--- src/rtl/sprite_pass_engine.sv ---
// Erase/redraw sequencer for N_OBJ rectangular sprites on a pixel-write bus.
// Per pass: erase each changed sprite at its last position, then redraw it.
module sprite_pass_engine #(
    parameter int N_OBJ          = 8,
    parameter int XW             = 8,
    parameter int YW             = 7,
    parameter int CW             = 3,
    parameter int SPR_W          = 9,
    parameter int SPR_H          = 9,
    parameter int SCR_W          = 160,
    parameter int SCR_H          = 120,
    parameter int BG_COLOUR      = 0,
    parameter int SKIP_UNCHANGED = 1
) (
    input  logic                clk,
    input  logic                reset,
    input  logic                start,
    input  logic [N_OBJ-1:0]    obj_en,
    input  logic [N_OBJ*XW-1:0] obj_x,
    input  logic [N_OBJ*YW-1:0] obj_y,
    input  logic [N_OBJ*CW-1:0] obj_colour,
    output logic                busy,
    output logic                done,
    output logic [XW-1:0]       pix_x,
    output logic [YW-1:0]       pix_y,
    output logic [CW-1:0]       pix_colour,
    output logic                pix_valid,
    input  logic                pix_ready
);
    localparam int IW = (N_OBJ > 1) ? $clog2(N_OBJ) : 1;

    typedef enum logic [2:0] {IDLE, SEL, ERASE, DRAW, FIN} state_t;

    state_t              state_q, state_d;
    logic [IW-1:0]       idx_q, idx_d;
    logic [XW-1:0]       dx_q, dx_d;
    logic [YW-1:0]       dy_q, dy_d;
    logic                loaded_q, loaded_d;
    logic [XW-1:0]       pix_x_q, pix_x_d;
    logic [YW-1:0]       pix_y_q, pix_y_d;
    logic [CW-1:0]       pix_colour_q, pix_colour_d;
    logic                pix_valid_q, pix_valid_d;
    logic [N_OBJ-1:0]    snap_en_q, snap_en_d;
    logic [N_OBJ*XW-1:0] snap_x_q, snap_x_d;
    logic [N_OBJ*YW-1:0] snap_y_q, snap_y_d;
    logic [N_OBJ*CW-1:0] snap_colour_q, snap_colour_d;
    logic [N_OBJ-1:0]    last_vis_q, last_vis_d;
    logic [N_OBJ*XW-1:0] last_x_q, last_x_d;
    logic [N_OBJ*YW-1:0] last_y_q, last_y_d;

    logic          cur_en, cur_lv, unchanged, skip, step, last_dx, last_dy;
    logic [XW-1:0] cur_x, cur_lx, base_x, ldx;
    logic [YW-1:0] cur_y, cur_ly, base_y, ldy;
    logic [CW-1:0] cur_colour, scan_colour;
    logic [XW:0]   abs_x;
    logic [YW:0]   abs_y;
    logic          load, rec_upd, next_obj;

    assign cur_en     = snap_en_q[idx_q];
    assign cur_x      = snap_x_q[idx_q*XW +: XW];
    assign cur_y      = snap_y_q[idx_q*YW +: YW];
    assign cur_colour = snap_colour_q[idx_q*CW +: CW];
    assign cur_lv     = last_vis_q[idx_q];
    assign cur_lx     = last_x_q[idx_q*XW +: XW];
    assign cur_ly     = last_y_q[idx_q*YW +: YW];

    assign unchanged = (cur_en == cur_lv) &&
                       (!cur_en || (cur_x == cur_lx && cur_y == cur_ly));
    assign skip      = (SKIP_UNCHANGED != 0) && unchanged;

    assign base_x      = (state_q == ERASE) ? cur_lx : cur_x;
    assign base_y      = (state_q == ERASE) ? cur_ly : cur_y;
    assign scan_colour = (state_q == ERASE) ? CW'(BG_COLOUR) : cur_colour;
    assign last_dx     = (dx_q == XW'(SPR_W - 1));
    assign last_dy     = (dy_q == YW'(SPR_H - 1));
    // the presented scan position is finished: accepted, or clipped (not valid)
    assign step        = loaded_q && !(pix_valid_q && !pix_ready);
    assign abs_x       = {1'b0, base_x} + {1'b0, ldx};
    assign abs_y       = {1'b0, base_y} + {1'b0, ldy};

    always_ff @(posedge clk) begin
        if (reset) begin
            state_q       <= IDLE;
            idx_q         <= '0;
            dx_q          <= '0;
            dy_q          <= '0;
            loaded_q      <= 1'b0;
            pix_x_q       <= '0;
            pix_y_q       <= '0;
            pix_colour_q  <= '0;
            pix_valid_q   <= 1'b0;
            snap_en_q     <= '0;
            snap_x_q      <= '0;
            snap_y_q      <= '0;
            snap_colour_q <= '0;
            last_vis_q    <= '0;
            last_x_q      <= '0;
            last_y_q      <= '0;
        end else begin
            state_q       <= state_d;
            idx_q         <= idx_d;
            dx_q          <= dx_d;
            dy_q          <= dy_d;
            loaded_q      <= loaded_d;
            pix_x_q       <= pix_x_d;
            pix_y_q       <= pix_y_d;
            pix_colour_q  <= pix_colour_d;
            pix_valid_q   <= pix_valid_d;
            snap_en_q     <= snap_en_d;
            snap_x_q      <= snap_x_d;
            snap_y_q      <= snap_y_d;
            snap_colour_q <= snap_colour_d;
            last_vis_q    <= last_vis_d;
            last_x_q      <= last_x_d;
            last_y_q      <= last_y_d;
        end
    end

    always_comb begin
        state_d       = state_q;
        idx_d         = idx_q;
        dx_d          = dx_q;
        dy_d          = dy_q;
        loaded_d      = loaded_q;
        pix_x_d       = pix_x_q;
        pix_y_d       = pix_y_q;
        pix_colour_d  = pix_colour_q;
        pix_valid_d   = pix_valid_q;
        snap_en_d     = snap_en_q;
        snap_x_d      = snap_x_q;
        snap_y_d      = snap_y_q;
        snap_colour_d = snap_colour_q;
        last_vis_d    = last_vis_q;
        last_x_d      = last_x_q;
        last_y_d      = last_y_q;
        load          = 1'b0;
        rec_upd       = 1'b0;
        next_obj      = 1'b0;
        ldx           = '0;
        ldy           = '0;
        case (state_q)
            IDLE: begin
                if (start) begin
                    state_d       = SEL;
                    idx_d         = '0;
                    snap_en_d     = obj_en;
                    snap_x_d      = obj_x;
                    snap_y_d      = obj_y;
                    snap_colour_d = obj_colour;
                end
            end
            SEL: begin
                if (skip) begin
                    next_obj = 1'b1;
                end else if (cur_lv) begin
                    state_d = ERASE;
                end else begin
                    rec_upd = 1'b1;
                    if (cur_en) state_d = DRAW;
                    else        next_obj = 1'b1;
                end
            end
            ERASE, DRAW: begin
                if (!loaded_q) begin
                    load = 1'b1;
                end else if (step) begin
                    if (last_dx && last_dy) begin
                        pix_valid_d = 1'b0;
                        loaded_d    = 1'b0;
                        if (state_q == ERASE) begin
                            rec_upd = 1'b1;
                            if (cur_en) state_d = DRAW;
                            else        next_obj = 1'b1;
                        end else begin
                            next_obj = 1'b1;
                        end
                    end else begin
                        load = 1'b1;
                        ldx  = last_dx ? '0 : dx_q + 1'b1;
                        ldy  = last_dx ? dy_q + 1'b1 : dy_q;
                    end
                end
            end
            FIN:     state_d = IDLE;
            default: state_d = IDLE;
        endcase
        if (next_obj) begin
            if (idx_q == IW'(N_OBJ - 1)) begin
                state_d = FIN;
            end else begin
                idx_d   = idx_q + 1'b1;
                state_d = SEL;
            end
        end
        if (rec_upd) begin
            last_vis_d[idx_q]           = cur_en;
            last_x_d[idx_q*XW +: XW]    = cur_x;
            last_y_d[idx_q*YW +: YW]    = cur_y;
        end
        if (load) begin
            dx_d         = ldx;
            dy_d         = ldy;
            loaded_d     = 1'b1;
            pix_x_d      = abs_x[XW-1:0];
            pix_y_d      = abs_y[YW-1:0];
            pix_colour_d = scan_colour;
            pix_valid_d  = (abs_x < (XW+1)'(SCR_W)) && (abs_y < (YW+1)'(SCR_H));
        end
    end

    always_comb begin
        busy       = (state_q != IDLE);
        done       = (state_q == FIN);
        pix_x      = pix_x_q;
        pix_y      = pix_y_q;
        pix_colour = pix_colour_q;
        pix_valid  = pix_valid_q;
    end
endmodule

--- config.mk ---
export PLATFORM = sky130hd
export DESIGN_NAME = sprite_pass_engine
export DESIGN_NICKNAME = d
export VERILOG_FILES = /design/src/rtl/sprite_pass_engine.sv
export SDC_FILE = /design/constraint.sdc
export NUM_CORES = 1
export LEC_CHECK = 0
export BUFFER_PORTS_ARGS = -buffer_cell sky130_fd_sc_hd__buf_2
export CAP_MARGIN = 20
export CORE_ASPECT_RATIO = 1.5
export CORE_MARGIN = 1.5
export CORE_UTILIZATION = 32
export CTS_CLUSTER_SIZE = 10
export DETAILED_ROUTE_END_ITERATION = 10
export GPL_TIMING_DRIVEN = 0
export MAX_ROUTING_LAYER = met4
export PLACE_DENSITY = 0.46
export SLEW_MARGIN = 25
export SYNTH_ARGS = -nofsm -noshare
export SYNTH_HDL_FRONTEND = slang
export SYNTH_SLANG_ARGS = --single-unit
--- constraint.sdc ---
create_clock -name clk -period 7.2 [get_ports clk]
set_clock_uncertainty 0.15 [all_clocks]
set_input_delay 0.36 -clock clk [delete_from_list [all_inputs] [get_ports clk]]
set_output_delay 0.36 -clock clk [all_outputs]
set_load 0.01 [all_outputs]
==> results.md <==
* Status: finished, violations left
* Violated checks: design-rule violations
* Weighted congestion reported at the end of routability-driven placement at 0.9676
* Main flop type after synthesis: dfxtp_1
* Pin count of the biggest net entering global routing at 12
* Number of distinct library cells after synthesis at 64
* FMAX at 157.1 MHz
* Cell chosen for the clock root: clkbuf_16
* I/O pin total at 177
* Clock period minus final worst setup slack at 6.365 ns
* Comb pwr share at 0.328
* Synth area leader: dfxtp_1
* Starting density of the core at 0.3222
* Die footprint at between 50000 and 60000 µm²
* Warnings from Yosys at 0
* Max capacitance violation total at 0
* Top delay family on crit path: buffers and inverters
* M3 GR Usage at 0.03425
* Final wirelength at 66500 µm
* Data arrival at the endpoint of the critical path at 6.65 ns
* Most used routing layer in global routing: met2
* Maximum buffer depth of the clock tree at 3
* Area growth from synthesis to layout at 27.16%
* Sw Share at 0.3717
* # nets final at 2460
* Global-route wire length before repair at 98260 µm
* Maximum ir drop on the vdd rail at roughly 170 µV
* Number of synthesized register bits at 321
* Largest stage delay on the critical path at 0.85 ns
* Cell-by-cell listing of the critical path: clkbuf_1 > buf_1 > buf_1 > buf_1 > mux4_2 > mux2i_1 > ha_1 > fa_1 > a21o_1 > a21oi_1 > o21bai_1 > a21oi_1 > xor2_1 > or4_1 > a41o_1
* Reported net switching power at 2.152 mW
* Top area cells in the synthesized netlist: dfxtp_1, nand2_1, mux4_2, a21oi_1, nor2_1
* Global Route met1 Usage at 0.2905
* Crit. End Element: register
* Async set or reset register ratio after synthesis at 0
* Most used standard cell by instance count after synthesis: nand2_1
* Total nets after synthesis at 2093
* Hold-fix buffers at CTS at roughly 150
* Unrepaired setup endpoints after global routing: no
* Clk slew on worst S/H paths at roughly 0.060 ns
* Required time reported for the critical path endpoint at 7.49 ns
* Number of buffers added by the clock tree synthesis step at 39
* Total instance count after detailed placement at 2746
* Total half-perimeter wirelength after legalization and detailed placement at 51570 µm
* Iteration count of the initial detailed-routing pass at 8
* Buf/Inv on CP at 4
* CP most frequent cell: buf_1
* Hold WS at about 0.13 ns
* Cell-internal power at 3.637 mW
* Number of antenna-violating nets in the routed design at 0
* WS Path Type: reg -> reg
* First DRT Iteration DRCs at 1092
* # setup viols final at 0
* Total overflow reported by the global router at 0
* Part of the cycle the worst path needs at 0.8840
* Worst max-slew margin expressed relative to the limit at 0.2248
* Total via count in the routed design at 15370
* Power share of the clock group at 0.310
* Yosys top cell area share at 0.4035
* Die height at 276.2 µm
* Buffers added on ports at about 180
* EDFF count, synth at 0
* Average size of a mapped cell at 8.347 µm²
* Routing usage on met2 at 0.4715
* TritonCTS clock tree: yes
* Leak Pwr at 7.803 nW
* Number of antenna violations at the first check in global routing at 0
* Overall Global Routing Usage at 0.2691
* Via count of the first global-routing pass at ~16000
* Die width at 185.1 µm
* Summed instance area of the synthesized netlist at approximately 16000 µm²
* Average wire length per cell after detail routing at 22.53 µm
* Commonest cells in the netlist: nand2_1, dfxtp_1, a21oi_1, nor2_1, clkbuf_1
* Sequential-to-total area share from yosys stat at 0.4035
* Sequential cell fraction of total power at 0.361
* Resized cells post-CTS at 0
* Number of remaining DRC errors at 2
* Number of pins exceeding their max-slew limit in the final report at 0
* Setup TNS at 0 ns
* HP Class: in -> reg
* Hold violation count in the final report at 0
* Mapped Cells at between 1500 and 2000
* Critical path fanouts, max at 10
* Vias/cell at about 5.2
* Buffer count from post-CTS setup fixing at 0
* Source-to-sink clock delay at the later pin of the worst-skew pair at 0.55 ns
* Final std cells w/o fill at 2952
* H-tree Lvls at 2
* Transition time of the tightest slew-check pin at 1.159 ns
* Sort of element at the start of the critical path: register
* Total design power at 5.789 mW
* Share of final-layout standard cells stronger than drive strength 1 at 0.1429
* Placeable core area at 49420 µm²
* Cell type of the slowest stage on the worst timing path: clkbuf_1
* Total power per unit cell area at between 200 and 300 nW/µm²
* Clock Sinks at about 320
* Std cell rows at 100
[worst min-delay path, cell delays in order]
cell	delay, ns
buf_2	0.12
nand2_1	0.19
a21oi_1	0.10
[area by class of cell]
type	count	area (µm²)
multi-input cells	1426	8840
repair buffers	326	2387
fillers	5025	29170
plain buffers	137	576.8
clock inverters	4	31.28
flip-flops and latches	321	6426
inverters	24	90.09
clock buffers	50	1067
well taps	663	829.5
diodes	1	2.502
[final timing paths]
path	from	endpoint	slack, ns	cells past startpoint
worst max-delay path	idx_q[2]	pix_valid	0.84	15
worst min-delay path	obj_x[62]	snap_x_q[62]	0.13	3
worst max register to register	idx_q[2]	pix_valid	0.84	15
worst min register to register	pix_x[3]	pix_x[3]	0.30	2
[routing by layer]
metal / vias up / routed length (µm)
met5: - / 0
met4: 0 / 4196
met3: 183 / 3133
met2: 529 / 34170
met1: 7335 / 25000
li1: 7321 / -
[placed cells by master, fill, tap and decap left out, types with 5 or more instances in the layout]
| cell type | count |
|---|---|
| a31oi_1 | 7 |
| buf_4 | 8 |
| mux2i_1 | 58 |
| xor2_1 | 68 |
| dfxtp_1 | 321 |
| o22ai_1 | 9 |
| buf_1 | 14 |
| and2_1 | 7 |
| nor3_1 | 70 |
| ha_1 | 27 |
| clkbuf_8 | 5 |
| mux4_2 | 66 |
| clkbuf_16 | 39 |
| and3_1 | 10 |
| o21ai_0 | 11 |
| a21oi_1 | 295 |
| nor4_1 | 12 |
| inv_1 | 22 |
| nor2_1 | 202 |
| xnor2_1 | 31 |
| dlygate4sd3_1 | 151 |
| buf_2 | 189 |
| nand4_1 | 7 |
| nand2_1 | 417 |
| clkbuf_1 | 105 |
| a311oi_1 | 9 |
| a211oi_1 | 22 |
| or3_1 | 6 |
| nand3_1 | 30 |
[state kept, by name, summed over array words and instances, names as in the netlist, 3 cells and up]
signal         flops
idx_q              3
dx_q               8
snap_colour_q     24
last_vis_q         8
pix_colour         3
snap_x_q          64
last_x_q          64
pix_x              8
dy_q               7
state_q            3
last_y_q          56
pix_y              7
snap_y_q          56
snap_en_q          8
[metrics by stage]
step	setup slack, ns	cell area [µm²]	util
floorplan	2.792	15930	-
global placement	0.9988	17630	0.3567
detailed placement	0.9679	17640	0.3569
CTS	0.9712	20250	0.4097
global route	0.6788	20250	0.4097
finish	0.8354	20250	0.4097
[power by group through the flow]
stage / logic [mW] / registers (mW) / clock network [mW]
after floorplan: 1.17 / 2.06 / 0
after global placement: 1.81 / 2.12 / 0
after detailed placement: 1.83 / 2.13 / 0
after CTS: 1.90 / 2.09 / 1.84
after global routing: 2.05 / 2.11 / 1.90
final: 1.90 / 2.09 / 1.80
[logic make-up (layout without fill, tap and decap cells)]
| group | Yosys count | count (layout) | synth area share |
|---|---|---|---|
| simple gates | 788 | 788 | 0.2099 |
| compound gates | 383 | 383 | 0.1346 |
| flops | 321 | 321 | 0.4035 |
| buf+inv | 161 | 541 | 0.04188 |
| mux | 127 | 127 | 0.1319 |
| xor+xnor | 99 | 99 | 0.05445 |
| fa+ha+maj | 29 | 29 | 0.02373 |
| other cells | 0 | 1 | 0 |
Power figures use the tool's default switching activity.
